### config.mk
export PLATFORM = sky130hd
export DESIGN_NAME = boom_core_param
export DESIGN_NICKNAME = d
export VERILOG_FILES = /design/src/rtl/boom_core_param.sv
export SDC_FILE = /design/constraint.sdc
export NUM_CORES = 1
export LEC_CHECK = 0
export CAP_MARGIN = 20
export CORE_ASPECT_RATIO = 0.7
export CORE_MARGIN = 2
export CORE_UTILIZATION = 69
export DETAILED_ROUTE_END_ITERATION = 6
export DONT_BUFFER_PORTS = 1
export PLACE_DENSITY = 0.85
export SYNTH_ARGS = -nofsm -noshare
export SYNTH_HDL_FRONTEND = slang
export SYNTH_SLANG_ARGS = --single-unit
### constraint.sdc
create_clock -name clk -period 6.1 [get_ports clk]
set_input_delay 0.915 -clock clk [delete_from_list [all_inputs] [get_ports clk]]
set_output_delay 0.915 -clock clk [all_outputs]
set_load 0.03 [all_outputs]
### src/rtl/boom_core_param.sv
`default_nettype none
// ============================================================================
// Module   : boom_core_param
// Brief    : Parametrised password-bomb game core (arm, countdown, defuse).
//            Optional macro BOOM_HINT_EN adds a matching-bit-count hint output.
// Revision : 1.0
// ============================================================================
module boom_core_param #(
  parameter int PW_W      = 7,
  parameter int MAX_TRIES = 3,
  parameter int COUNT_SEC = 30,
  parameter int PENALTY   = 5,
  parameter int TICK_DIV  = 1000000,
  parameter int BUZZ_CYC  = 1000
) (
  input  logic                 clk,
  input  logic                 rst,
  input  logic                 power,
  input  logic                 start,
  input  logic                 confirm,
  input  logic [PW_W-1:0]      pw_in,
  output logic [2:0]           state,
  output logic [7:0]           time_bcd,
  output logic [3:0]           tries_left,
  output logic [MAX_TRIES-1:0] led_tries,
  output logic                 wrong,
  output logic                 buzz
`ifdef BOOM_HINT_EN
  ,
  output logic [$clog2(PW_W+1)-1:0] hint
`endif
);

  localparam int c_TW = $clog2(TICK_DIV);

  typedef enum logic [2:0] {
    ST_OFF      = 3'd0,
    ST_SET      = 3'd1,
    ST_ARMED    = 3'd2,
    ST_DEFUSED  = 3'd3,
    ST_EXPLODED = 3'd4
  } state_t;

  state_t          r_state, w_state_nxt;
  logic [6:0]      r_time, w_time_nxt;
  logic [3:0]      r_tries, w_tries_nxt;
  logic [PW_W-1:0] r_pw, w_pw_nxt;
  logic [c_TW-1:0] r_tick, w_tick_nxt;
  logic            r_start_q, r_confirm_q;
  logic            r_wrong, w_wrong_nxt;

  logic            w_start_ev, w_conf_ev, w_match, w_tick_wrap;
  logic [7:0]      w_sub;
  logic [6:0]      w_time_pen;

  assign w_start_ev  = start & ~r_start_q;
  assign w_conf_ev   = confirm & ~r_confirm_q;
  assign w_match     = (pw_in == r_pw);
  assign w_tick_wrap = (r_tick == c_TW'(TICK_DIV - 1));

  // A wrong guess landing on a tick pays both the penalty and the tick second.
  assign w_sub      = 8'(PENALTY) + {7'd0, w_tick_wrap};
  assign w_time_pen = ({1'b0, r_time} > w_sub) ? (r_time - w_sub[6:0]) : 7'd0;

  always_ff @(posedge clk or posedge rst) begin
    if (rst) begin
      r_state     <= ST_OFF;
      r_time      <= '0;
      r_tries     <= '0;
      r_pw        <= '0;
      r_tick      <= '0;
      r_start_q   <= 1'b0;
      r_confirm_q <= 1'b0;
      r_wrong     <= 1'b0;
    end else begin
      r_state     <= w_state_nxt;
      r_time      <= w_time_nxt;
      r_tries     <= w_tries_nxt;
      r_pw        <= w_pw_nxt;
      r_tick      <= w_tick_nxt;
      r_start_q   <= start;
      r_confirm_q <= confirm;
      r_wrong     <= w_wrong_nxt;
    end
  end

  always_comb begin
    w_state_nxt = r_state;
    w_time_nxt  = r_time;
    w_tries_nxt = r_tries;
    w_pw_nxt    = r_pw;
    w_tick_nxt  = r_tick;
    w_wrong_nxt = 1'b0;
    if (!power) begin
      w_state_nxt = ST_OFF;
      w_time_nxt  = '0;
      w_tries_nxt = '0;
      w_tick_nxt  = '0;
    end else begin
      case (r_state)
        ST_OFF: w_state_nxt = ST_SET;
        ST_SET: begin
          if (w_start_ev && (pw_in != '0)) begin
            w_pw_nxt    = pw_in;
            w_time_nxt  = 7'(COUNT_SEC);
            w_tries_nxt = 4'(MAX_TRIES);
            w_tick_nxt  = '0;
            w_state_nxt = ST_ARMED;
          end
        end
        ST_ARMED: begin
          w_tick_nxt = w_tick_wrap ? '0 : r_tick + 1'b1;
          if (w_conf_ev && w_match) begin
            w_state_nxt = ST_DEFUSED;
          end else if (w_conf_ev) begin
            w_wrong_nxt = 1'b1;
            w_tries_nxt = r_tries - 4'd1;
            w_time_nxt  = w_time_pen;
            if ((r_tries == 4'd1) || (w_time_pen == 7'd0))
              w_state_nxt = ST_EXPLODED;
          end else if (w_tick_wrap) begin
            w_time_nxt = r_time - 7'd1;
            if (r_time == 7'd1)
              w_state_nxt = ST_EXPLODED;
          end
        end
        ST_DEFUSED, ST_EXPLODED: begin
          if (w_start_ev)
            w_state_nxt = ST_SET;
        end
        default: w_state_nxt = ST_OFF;
      endcase
    end
  end

`ifdef BOOM_HINT_EN
  localparam int c_HW = $clog2(PW_W + 1);

  logic [c_HW-1:0] r_hint, w_hint_nxt, w_same;

  always_comb begin
    w_same = '0;
    for (int i = 0; i < PW_W; i++)
      if (pw_in[i] == r_pw[i])
        w_same = w_same + 1'b1;
  end

  // Hint lives only while the round is armed; an exploding guess clears it too.
  always_comb begin
    w_hint_nxt = r_hint;
    if (w_state_nxt != ST_ARMED)
      w_hint_nxt = '0;
    else if (w_wrong_nxt)
      w_hint_nxt = w_same;
  end

  always_ff @(posedge clk or posedge rst) begin
    if (rst)
      r_hint <= '0;
    else
      r_hint <= w_hint_nxt;
  end

  assign hint = r_hint;
`endif

  assign state      = r_state;
  assign tries_left = r_tries;
  assign wrong      = r_wrong;
  assign time_bcd   = {4'(r_time / 7'd10), 4'(r_time % 7'd10)};
  assign buzz       = ((r_state == ST_ARMED) && (r_tick < c_TW'(BUZZ_CYC))) ||
                      (r_state == ST_EXPLODED);

  for (genvar i = 0; i < MAX_TRIES; i++) begin : g_led
    assign led_tries[i] = (r_tries > 4'(i));
  end

endmodule
`default_nettype wire

==> run_results.csv, run 1 <==
group,metric,value,unit
outcome,status,"completed",
setup_path,crit_top_cell,"a21oi_1",
grt,grt_overflow,0,
power,finalPower,1.28,mW
layout,fin_util,73.7,%
cts,clkTransAtPathRegs,0.08,ns
timing,clock.fmax,177,MHz
cts,cts_root_buf,"clkbuf_8",
cts,clkSinkCount,44,
setup_path,critical-path-max-stage-delay,0.90,ns
synth,synthCells,404,
floorplan,start_util,71.0,%
timing,max_slew.worst_pin.slew,1.13,ns
grt,grt_pass1_wl,14.2,mm
synth,synth_edf_count,0,
setup_path,worst-endpoint-arrival,4.72,ns
floorplan,dieArea,5450,um2
setup_path,crit_chain,"buf_4 > nand2b_1 > a21oi_1 > a21oi_1 > o21ai_0 > xnor2_1 > ha_1 > nor2b_1 > nor3_1 > a21oi_1 > o311a_1 > o22ai_1 > mux2i_1",
place,placed_area,3370,um2
synth,synth.avg_cell_area,8.31,um2
layout,design_area,3490,um2
grt,grtUsageTotal,32.8,%
synth,synth-main-ff-cell,"dfrtp_1",
cts,cts_setup_buffers,0,
timing,report.final.slew_viol_count,0,
place,portBuffers,0,
cts,cts_resized,0,
setup_path,start_kind,"flip-flop",
setup_path,end_kind,"output pin",
layout,syn2layout_area_growth,3.91,%
timing,setup_viol,0,
route,remaining_drc_errors,0,
synth,synth_area_leaders,"dfrtp_1 (33%), o21ai_0 (5.4%), nand2_1 (4.7%)",
synth,syn_area,3360,um2
setup_path,critPathKind,"flip-flop to output pin",
worst_hold_path,hp-class,"flip-flop to flip-flop",
synth,synthesis.nets,428,
place,dpl_worst_slack,0.848,ns
timing,finalCritPeriodShare,92.4,%
timing,fin_skew,0.00936,ns
synth,synth_largest_area_cell,"dfrtp_1",
run,maxCapViolations,0,
synth,yosysWarnings,0,
timing,fin_ws,0.463,ns
cts,cts-htree-levels,2,
grt,grt_max_degree,45,
grt,antenna_found_initial,0,
power,cellPowerDensity,368,nW/um2
cts,cts_buffers,5,
synth,seq_area_frac_synth,32.8,%
timing,final.setup.tns,0,ns
synth,synth-async-reset-ratio,100,%
layout,drive_gt1_share,9.11,%
floorplan,io_pins,32,
layout,nets,418,
setup_path,cpMaxStageDelayCell,"o21ai_0",
setup_path,required,5.18,ns
timing,period_needed,5.64,ns
synth,ys_ff_latch,44,
grt,grt_pass1_vias,2878,
synth,synth_common_cells,"dfrtp_1 (44), nand2_1 (42), o21ai_0 (36)",
synth,yosysUniqueCellTypes,72,
cts,cts_hold_buffers,0,
setup_path,cp_max_fo,21,
cts,cts_buffer_depth,2,
route,vias,3182,
route,antenna_left,0,
floorplan,core-area,4730,um2
route,wirelength,8.40,mm
timing,hold_viol_final,0,
floorplan,num_rows,21,
route,viasPerCell,7.04,
floorplan,die_h,62.3,um
power,ir_worst_vdd,0.000383,V
synth,yosysMostFrequentCell,"dfrtp_1",
place,dp_hpwl,5.92,mm
route,first_iter_violations,521,
floorplan,die_w,87.4,um
route,wl_per_cell,18.6,um
timing,slew_headroom,23.8,%
place,gp_congestion,0.899,
power,leakage,1.39,nW
route,dr.pass1.iters,5,
synth,synth_top_area_share,32.8,%
cts,insertion_delay,0.30,ns
cts,tritoncts,"built",
layout,num_antenna_cells,0,
timing,rsz0062_at_grt,"false",
-- layout make-up --
class	count	area (um2)
Clock inverter	2	38.8
Timing Repair Buffer	5	35.0
Inverter	15	56.3
Sequential cell	44	1100
Multi-Input combinational cell	323	2100
Tap cell	57	71.3
Fill cell	359	1240
Clock buffer	6	82.6
-- worst paths after layout --
kind                       cells after the start           to        from  slack [ns]
setup reg to reg                              10     state[1]  r_tick[18]        2.53
max in group asynchronous                      1    r_time[3]         rst        4.83
setup / recovery                              13  time_bcd[2]   r_time[3]        0.46
hold reg to reg                                1      r_pw[5]     r_pw[5]        0.54
min in group asynchronous                      1   r_tick[13]         rst        0.69
hold / removal                                 1      r_pw[5]     r_pw[5]        0.54
-- layout by cell type, fill, tap and decap left out, types with 2 or more instances in the layout --
cell       Yosys  final
nand2_1       42     42
o21ai_0       36     36
a22o_1         3      3
nor2_1        35     35
nor4_1         7      7
a211o_1        3      3
nand2b_1       7      7
o2111ai_1      3      3
xnor2_1       13     13
mux2i_1        2      2
o211a_1        2      2
nand4_1        7      7
o22ai_1        5      5
mux2_4         7      7
o221ai_1       2      2
ha_1          11     11
or4_1          3      3
or3_1          4      4
nor3_1        11     11
buf_4          1      4
dfrtp_1       44     44
nor2b_1        6      6
a31oi_1        8      8
o211ai_1       3      3
xor2_1         8      8
clkbuf_8       0      6
a21oi_1       21     21
o21a_1         4      4
or2_2          2      2
inv_1         15     14
and3_1         3      3
nand3_1       20     20
o31ai_1        9      9
-- metrics by stage --
step | std cells | hold slack (ns)
6_report | 452 | 0.542
5_1_grt | 452 | 0.557
4_1_cts | 452 | 0.541
3_5_place_dp | 444 | 0.517
3_3_place_gp | 443 | 0.512
2_1_floorplan | 404 | 0.492
-- registers in the layout, indices dropped and copies added, names as in the netlist --
name and flops:
r_pw 7, tries_left 4, state 3, r_time 7, wrong 1, r_tick 20
r_start_q 1, r_confirm_q 1
-- per-layer routing --
metal	track usage, %	wire length [um]	up-vias
li1	-	-	1467
met1	50.9	3790	1481
met2	46.1	3540	214
met3	8.78	979	20
met4	6.54	92	0
met5	0	0	-
-- logic make-up (layout without fill, tap and decap cells) --
kind of cell | count (synthesis) | after routing | share of synthesized area (%)
fa+ha+maj | 12 | 12 | 4.70
mux | 10 | 10 | 4.06
flops | 44 | 44 | 32.8
xor+xnor | 21 | 21 | 5.48
compound gates | 118 | 118 | 23.4
simple gates | 162 | 162 | 25.0
buf+inv | 37 | 28 | 4.55
-- worst max-delay path, delay by kind of cell, from the launching register on --
| kind | cells | cell delay (ns) |
|---|---|---|
| XOR/XNOR | 1 | 0.22 |
| AO/OA/AOI/OAI | 6 | 1.98 |
| multiplexers | 1 | 0.68 |
| adder cells (fa/ha/maj) | 1 | 0.41 |
| flip-flops | 1 | 0.37 |
| AND/OR/NAND/NOR | 3 | 0.56 |
| buffers and inverters | 1 | 0.20 |
-- report_power, final --
part / internal (mW) / total (mW) / leakage (nW) / switching, mW
Combinational: 0.218 / 0.614 / 0.742 / 0.396
Clock: 0.134 / 0.241 / 0.0614 / 0.107
Sequential: 0.340 / 0.429 / 0.582 / 0.0891
Total: 0.692 / 1.28 / 1.39 / 0.592
Power figures use the tool's default switching activity.
==> inputs of run 2 (changes only) <==
--- a/config.mk
+++ b/config.mk
@@ -12,6 +12,7 @@
 export DETAILED_ROUTE_END_ITERATION = 6
 export DONT_BUFFER_PORTS = 1
 export PLACE_DENSITY = 0.85
+export SLEW_MARGIN = 20
 export SYNTH_ARGS = -nofsm -noshare
 export SYNTH_HDL_FRONTEND = slang
 export SYNTH_SLANG_ARGS = --single-unit
==> results of run 2 <==
The final DEF is identical to that of run 1; final timing and power are the same.
